===== config.mk =====
export PLATFORM = sky130hd
export DESIGN_NAME = render_scheduler_flat
export DESIGN_NICKNAME = d
export VERILOG_FILES = /design/src/rtl/render_scheduler_if.sv /design/src/rtl/render_scheduler.sv /design/src/flat_wrapper.sv
export SDC_FILE = /design/constraint.sdc
export NUM_CORES = 1
export LEC_CHECK = 0
export ABC_AREA = 1
export ABC_CLOCK_PERIOD_IN_PS = 7430
export CORE_ASPECT_RATIO = 0.5
export CORE_UTILIZATION = 47
export CTS_CLUSTER_SIZE = 20
export DETAILED_ROUTE_END_ITERATION = 8
export PLACE_DENSITY_LB_ADDON = 0.1
export SYNTH_ARGS = -nofsm -noshare
export SYNTH_HDL_FRONTEND = slang
export SYNTH_SLANG_ARGS = --single-unit

===== constraint.sdc =====
create_clock -name clk_in -period 7.43 [get_ports clk_in]
set_input_delay 1.8575 -clock clk_in [delete_from_list [all_inputs] [get_ports clk_in]]
set_output_delay 1.8575 -clock clk_in [all_outputs]
set_load 0.01 [all_outputs]

===== src/rtl/render_scheduler_if.sv =====
// render_scheduler_if: handshake bundle between the render scheduler and its
// clear engine, triangle memory, rasterizer and framebuffer swap logic.
interface render_scheduler_if #(
    parameter int TRI_ADDR_WIDTH = 8,
    parameter int TRI_DATA_WIDTH = 96
);
    logic                      frame_start_in;
    logic [TRI_ADDR_WIDTH:0]   tri_count_in;
    logic                      clear_start_out;
    logic                      clear_done_in;
    logic [TRI_ADDR_WIDTH-1:0] tri_addr_out;
    logic                      tri_rd_out;
    logic [TRI_DATA_WIDTH-1:0] tri_data_in;
    logic [TRI_DATA_WIDTH-1:0] rast_tri_out;
    logic                      rast_start_out;
    logic                      rast_busy_in;
    logic                      rast_done_in;
    logic                      swap_req_out;
    logic                      swap_ack_in;
    logic                      busy_out;
    logic                      frame_done_out;
    logic                      error_out;

    modport slave (
        input  frame_start_in, tri_count_in, clear_done_in, tri_data_in,
               rast_busy_in, rast_done_in, swap_ack_in,
        output clear_start_out, tri_addr_out, tri_rd_out, rast_tri_out,
               rast_start_out, swap_req_out, busy_out, frame_done_out, error_out
    );

    modport master (
        output frame_start_in, tri_count_in, clear_done_in, tri_data_in,
               rast_busy_in, rast_done_in, swap_ack_in,
        input  clear_start_out, tri_addr_out, tri_rd_out, rast_tri_out,
               rast_start_out, swap_req_out, busy_out, frame_done_out, error_out
    );
endinterface


===== src/rtl/render_scheduler.sv =====
// render_scheduler: per-frame sequencer (clear -> fetch/raster each triangle -> swap).
// Define RENDER_TIMEOUT_EN to add the rasterizer watchdog and sticky error_out.
module render_scheduler #(
    parameter int TRI_ADDR_WIDTH = 8,
    parameter int TRI_DATA_WIDTH = 96,
    parameter int MEM_LATENCY    = 2,
    parameter int TIMEOUT_CYCLES = 65536
) (
    input  logic              clk_in,
    input  logic              rst_in,
    render_scheduler_if.slave bus
);
    typedef enum logic [2:0] {IDLE, CLEAR, FETCH, WAIT_DATA, START, RASTER, SWAP} state_t;

    localparam int CW    = TRI_ADDR_WIDTH + 1;
    localparam int LAT_W = $clog2(MEM_LATENCY + 1);

    if (MEM_LATENCY < 1 || TIMEOUT_CYCLES < 1) begin : g_bad_param
        $error("render_scheduler: MEM_LATENCY and TIMEOUT_CYCLES must be >= 1");
    end

    state_t                    state;
    logic [CW-1:0]             cnt, idx, idx_inc;
    logic [LAT_W-1:0]          lat_cnt;
    logic                      last_tri, timeout;
    logic                      clear_start_q, tri_rd_q, rast_start_q;
    logic                      swap_req_q, busy_q, frame_done_q;
    logic [TRI_ADDR_WIDTH-1:0] tri_addr_q;
    logic [TRI_DATA_WIDTH-1:0] rast_tri_q;

    // Index is one bit wider than the address so a full 2^N count terminates.
    assign idx_inc  = idx + 1'b1;
    assign last_tri = (idx_inc >= cnt);

    always_ff @(posedge clk_in or posedge rst_in) begin
        if (rst_in) begin
            state         <= IDLE;
            cnt           <= '0;
            idx           <= '0;
            lat_cnt       <= '0;
            clear_start_q <= 1'b0;
            tri_rd_q      <= 1'b0;
            rast_start_q  <= 1'b0;
            swap_req_q    <= 1'b0;
            busy_q        <= 1'b0;
            frame_done_q  <= 1'b0;
            tri_addr_q    <= '0;
            rast_tri_q    <= '0;
        end else begin
            clear_start_q <= 1'b0;
            tri_rd_q      <= 1'b0;
            rast_start_q  <= 1'b0;
            frame_done_q  <= 1'b0;
            case (state)
                IDLE: if (bus.frame_start_in) begin
                    cnt           <= bus.tri_count_in;
                    idx           <= '0;
                    clear_start_q <= 1'b1;
                    busy_q        <= 1'b1;
                    state         <= CLEAR;
                end
                CLEAR: if (bus.clear_done_in) begin
                    if (cnt != '0) state <= FETCH;
                    else begin
                        swap_req_q <= 1'b1;
                        state      <= SWAP;
                    end
                end
                FETCH: begin
                    tri_addr_q <= idx[TRI_ADDR_WIDTH-1:0];
                    tri_rd_q   <= 1'b1;
                    lat_cnt    <= '0;
                    state      <= WAIT_DATA;
                end
                // lat_cnt is 0 in the strobe cycle, so data is taken MEM_LATENCY cycles later.
                WAIT_DATA: if (lat_cnt == LAT_W'(MEM_LATENCY)) begin
                    rast_tri_q <= bus.tri_data_in;
                    lat_cnt    <= '0;
                    state      <= START;
                end else begin
                    lat_cnt <= lat_cnt + 1'b1;
                end
                START: if (!bus.rast_busy_in) begin
                    rast_start_q <= 1'b1;
                    state        <= RASTER;
                end
                RASTER: if (bus.rast_done_in || timeout) begin
                    idx <= idx_inc;
                    if (last_tri) begin
                        swap_req_q <= 1'b1;
                        state      <= SWAP;
                    end else begin
                        state <= FETCH;
                    end
                end
                SWAP: if (bus.swap_ack_in) begin
                    swap_req_q   <= 1'b0;
                    frame_done_q <= 1'b1;
                    busy_q       <= 1'b0;
                    state        <= IDLE;
                end
                default: state <= IDLE;
            endcase
        end
    end

`ifdef RENDER_TIMEOUT_EN
    localparam int WD_W = $clog2(TIMEOUT_CYCLES + 1);
    logic [WD_W-1:0] wdog;
    logic            error_q;

    assign timeout = (state == RASTER) && (wdog == WD_W'(TIMEOUT_CYCLES - 1));

    always_ff @(posedge clk_in or posedge rst_in) begin
        if (rst_in) begin
            wdog    <= '0;
            error_q <= 1'b0;
        end else begin
            if (state == START && !bus.rast_busy_in) wdog <= '0;
            else if (state == RASTER)                wdog <= wdog + 1'b1;
            if (state == IDLE && bus.frame_start_in)  error_q <= 1'b0;
            else if (timeout && !bus.rast_done_in)    error_q <= 1'b1;
        end
    end
    assign bus.error_out = error_q;
`else
    assign timeout       = 1'b0;
    assign bus.error_out = 1'b0;
`endif

    assign bus.clear_start_out = clear_start_q;
    assign bus.tri_addr_out    = tri_addr_q;
    assign bus.tri_rd_out      = tri_rd_q;
    assign bus.rast_tri_out    = rast_tri_q;
    assign bus.rast_start_out  = rast_start_q;
    assign bus.swap_req_out    = swap_req_q;
    assign bus.busy_out        = busy_q;
    assign bus.frame_done_out  = frame_done_q;
endmodule


===== src/flat_wrapper.sv =====
// flat-port wrapper written by rule: the top's interface ports become plain ports
module render_scheduler_flat 
#(
    parameter int TRI_ADDR_WIDTH = 8,
    parameter int TRI_DATA_WIDTH = 96,
    parameter int MEM_LATENCY    = 2,
    parameter int TIMEOUT_CYCLES = 65536
)
  (clk_in, rst_in, bus_frame_start_in, bus_tri_count_in, bus_clear_done_in, bus_tri_data_in, bus_rast_busy_in, bus_rast_done_in, bus_swap_ack_in, bus_clear_start_out, bus_tri_addr_out, bus_tri_rd_out, bus_rast_tri_out, bus_rast_start_out, bus_swap_req_out, bus_busy_out, bus_frame_done_out, bus_error_out);
  render_scheduler_if #(.TRI_ADDR_WIDTH(TRI_ADDR_WIDTH), .TRI_DATA_WIDTH(TRI_DATA_WIDTH)) bus_i ();
  input  logic clk_in;
  input  logic rst_in;
  input wire logic [$bits(bus_i.frame_start_in)-1:0] bus_frame_start_in;
  input wire logic [$bits(bus_i.tri_count_in)-1:0] bus_tri_count_in;
  input wire logic [$bits(bus_i.clear_done_in)-1:0] bus_clear_done_in;
  input wire logic [$bits(bus_i.tri_data_in)-1:0] bus_tri_data_in;
  input wire logic [$bits(bus_i.rast_busy_in)-1:0] bus_rast_busy_in;
  input wire logic [$bits(bus_i.rast_done_in)-1:0] bus_rast_done_in;
  input wire logic [$bits(bus_i.swap_ack_in)-1:0] bus_swap_ack_in;
  output wire logic [$bits(bus_i.clear_start_out)-1:0] bus_clear_start_out;
  output wire logic [$bits(bus_i.tri_addr_out)-1:0] bus_tri_addr_out;
  output wire logic [$bits(bus_i.tri_rd_out)-1:0] bus_tri_rd_out;
  output wire logic [$bits(bus_i.rast_tri_out)-1:0] bus_rast_tri_out;
  output wire logic [$bits(bus_i.rast_start_out)-1:0] bus_rast_start_out;
  output wire logic [$bits(bus_i.swap_req_out)-1:0] bus_swap_req_out;
  output wire logic [$bits(bus_i.busy_out)-1:0] bus_busy_out;
  output wire logic [$bits(bus_i.frame_done_out)-1:0] bus_frame_done_out;
  output wire logic [$bits(bus_i.error_out)-1:0] bus_error_out;
  assign bus_i.frame_start_in = bus_frame_start_in;
  assign bus_i.tri_count_in = bus_tri_count_in;
  assign bus_i.clear_done_in = bus_clear_done_in;
  assign bus_i.tri_data_in = bus_tri_data_in;
  assign bus_i.rast_busy_in = bus_rast_busy_in;
  assign bus_i.rast_done_in = bus_rast_done_in;
  assign bus_i.swap_ack_in = bus_swap_ack_in;
  assign bus_clear_start_out = bus_i.clear_start_out;
  assign bus_tri_addr_out = bus_i.tri_addr_out;
  assign bus_tri_rd_out = bus_i.tri_rd_out;
  assign bus_rast_tri_out = bus_i.rast_tri_out;
  assign bus_rast_start_out = bus_i.rast_start_out;
  assign bus_swap_req_out = bus_i.swap_req_out;
  assign bus_busy_out = bus_i.busy_out;
  assign bus_frame_done_out = bus_i.frame_done_out;
  assign bus_error_out = bus_i.error_out;
  render_scheduler #(.TRI_ADDR_WIDTH(TRI_ADDR_WIDTH), .TRI_DATA_WIDTH(TRI_DATA_WIDTH), .MEM_LATENCY(MEM_LATENCY), .TIMEOUT_CYCLES(TIMEOUT_CYCLES)) u_core (.clk_in(clk_in), .rst_in(rst_in), .bus(bus_i));
endmodule

==> flow_summary.json <==
{
  "status": "finished, final reports clean",
  "gr-total-overflow": 0,
  "cp_slowest_cell": "buf_4",
  "vias": 4053,
  "hpwl_um": 9400,
  "final_cells": 854,
  "tightest_slew_ns": 1.12,
  "hold_path.class": "reg -> reg",
  "drv_cap": 0,
  "grt_pass1_wl_um": 21000,
  "postSynthCellCount": 454,
  "dieArea_mm2": 0.0125,
  "num_rows": 27,
  "synth-seq-cells": 133,
  "grt_pass1_vias": 4052,
  "yosys_warnings": 0,
  "synth_area_leaders": "dfrtp_1 (59%), mux2_2 (11%), mux2_4 (11%), nand2_1 (4.7%), inv_1 (2.7%)",
  "clk_pin_slew_ns": 0.06,
  "maxSlewHeadroom": 0.253,
  "p_per_area_mw_per_mm2": 406,
  "arrival_ns": 3.72,
  "firstDrtPassIters": 4,
  "grt.total_usage": 0.225,
  "die_w_um": 157,
  "fp.coreArea_mm2": 0.0114,
  "seq_area_frac_synth": 0.589,
  "cts_buffer_depth": 2,
  "yosysTopAreaCell": "dfrtp_1",
  "p_leak_nw": 3.95,
  "fin_skew_ns": 0.0109,
  "synth_top_area_share": 0.589,
  "wl_met3_um": 804,
  "clock_sinks": 133,
  "totalWireLength_um": 13200,
  "drive_gt1_frac": 0.193,
  "wire_per_inst_um": 15.5,
  "postCtsHoldBufs": 0,
  "cts_tree": "built",
  "cts_resized": 0,
  "vias_per_cell": 4.75,
  "place_congestion": 0.809,
  "io_buffers": 221,
  "rsz0062_at_grt": "false",
  "holdWs_ns": 0.474,
  "hold_viol": 0,
  "clock.fmax_mhz": 297,
  "drc": 0,
  "dr.first_iter.drc_count": 203,
  "cp_cell_sequence": "clkdlybuf4s50_1 > inv_4 > buf_4",
  "final_nets": 804,
  "critPathMaxFanout": 89,
  "top_layer": "met4",
  "met2_wirelength_um": 6680,
  "ir_worst_vdd_mv": 0.195,
  "maxSlewViolCount": 0,
  "required_ns": 7.79,
  "finalSetupViolCount": 0,
  "end_kind": "async pin",
  "cts_setup_buffers": 0,
  "antenna_left": 0,
  "area_growth_pct": 51.1,
  "met1_length_um": 5490,
  "fin_crit_sh": 0.453,
  "worstSetupPathType": "in -> async",
  "htreeDepth": 4,
  "final_util": 0.752,
  "period_needed_ns": 3.37,
  "ys_types": 24,
  "die_y_um": 79.5,
  "synth_area_mm2": 0.00565,
  "setup-tns-final_ns": 0,
  "insertedDiodeCount": 0,
  "cts_buffers": 17,
  "clock_latency_ns": 0.42,
  "ios": 223,
  "avgSynthCellArea_um2": 12.4,
  "setup.worst_path.start_class": "input port",
  "critPathMaxStageDelay_ns": 0.95,
  "start_util": 0.498,
  "antenna_found_initial": 0,
  "grt_start_max_net_pins": 90,
  "cts_root_buffer": "clkbuf_16",
  "synth_nets": 576,
  "placedCellCount": 822
}
==> layer usage <==
metal / vias up / GRT usage
met2: 111 / 0.393
met3: 20 / 0.0689
li1: 1967 / -
met4: 0 / 0.0942
met1: 1955 / 0.260
met5: - / 0
==> cell families (layout without fill, tap and decap cells) <==
group,after synthesis,count (layout),synth area share
xor gates and xnor gates,3,3,0.00465
and+or+nand+nor,117,117,0.0841
other,1,1,0.000664
AOI/OAI and AO/OA,36,36,0.0332
DFF,133,133,0.589
adders and majority gates,10,10,0.0221
muxes,96,96,0.218
buffers and inverters,58,299,0.0483
==> flip-flops by register name, summed over array words and instances, names as in the netlist <==
signal,flops
u_core.bus.busy_out,1
u_core.bus.clear_start_out,1
u_core.bus.frame_done_out,1
u_core.bus.rast_start_out,1
u_core.bus.rast_tri_out,96
u_core.bus.swap_req_out,1
u_core.bus.tri_addr_out,8
u_core.bus.tri_rd_out,1
u_core.cnt,9
u_core.idx,9
u_core.lat_cnt,2
u_core.state,3
==> metrics by stage <==
stage               worst slack, ns  cell area [um2]  total power [mW]
detailed placement             3.53             7980              2.70
CTS                            3.98             8540              3.50
global placement               3.52             7980              2.66
global route                   3.76             8540              3.67
floorplan                      2.02             5650              1.91
finish                         4.06             8540              3.47
==> synthesized netlist by cell type, drive strengths merged <==
library cell  count
xor2              3
buf              14
clkinv            2
nand4             3
o21bai            1
conb              1
nand2            72
nand3            15
nor3              2
dfrtp           133
o22ai             4
ha               10
nor2             25
a21oi             4
mux2             96
o21ai            27
inv              42
==> area by class of cell <==
| class | instances | area, um2 |
|---|---|---|
| flip-flops and latches | 133 | 3330 |
| fillers | 796 | 2810 |
| repair buffers | 223 | 2230 |
| multi-input cells | 263 | 2050 |
| clock buffers | 20 | 457 |
| well taps | 159 | 199 |
| inverters | 44 | 169 |
| clock inverters | 12 | 105 |
==> power by group <==
group,internal (mW),leakage (nW),switching [mW]
clock,0.476,0.264,0.313
sequential,1.06,1.60,0.175
combinational,0.887,2.09,0.555
==> placed cells by master (no fill, tap or decap), types with 2 or more instances in the layout <==
cell type,count
nand2_1,71
clkbuf_8,2
clkdlybuf4s50_1,221
mux2_2,56
ha_1,10
buf_4,2
inv_1,40
xor2_1,3
mux2_4,40
nor2_1,25
o21ai_0,27
clkbuf_16,17
nor3_1,2
nand3_1,14
clkinvlp_4,5
o22ai_1,4
a21oi_1,4
nand4_1,3
clkinv_2,5
dfrtp_1,133
==> final timing paths <==
path | from | end | slack (ns) | cells after the start
worst max-delay path | rst_in | u_core.bus.tri_addr_out[7]$_DFFE_PP0P_ | 4.06 | 3
max in group clk_in | u_core.bus.rast_tri_out[87]$_DFFE_PP0P_ | bus_rast_tri_out[87] | 4.23 | 1
worst max register to register | u_core.state[2]$_DFFE_PP0P_ | u_core.bus.rast_tri_out[66]$_DFFE_PP0P_ | 4.76 | 6
worst min register to register | u_core.bus.swap_req_out$_DFFE_PP0P_ | u_core.bus.swap_req_out$_DFFE_PP0P_ | 0.47 | 2
worst min-delay path | u_core.bus.swap_req_out$_DFFE_PP0P_ | u_core.bus.swap_req_out$_DFFE_PP0P_ | 0.47 | 2
min in group asynchronous | rst_in | u_core.bus.rast_tri_out[48]$_DFFE_PP0P_ | 1.84 | 2
==> worst max-delay path: cells and delay by family <==
kind                   cells  cell delay (ns)
buffers and inverters      3             1.80
Note: power is estimated with default switching activity, not from simulation.
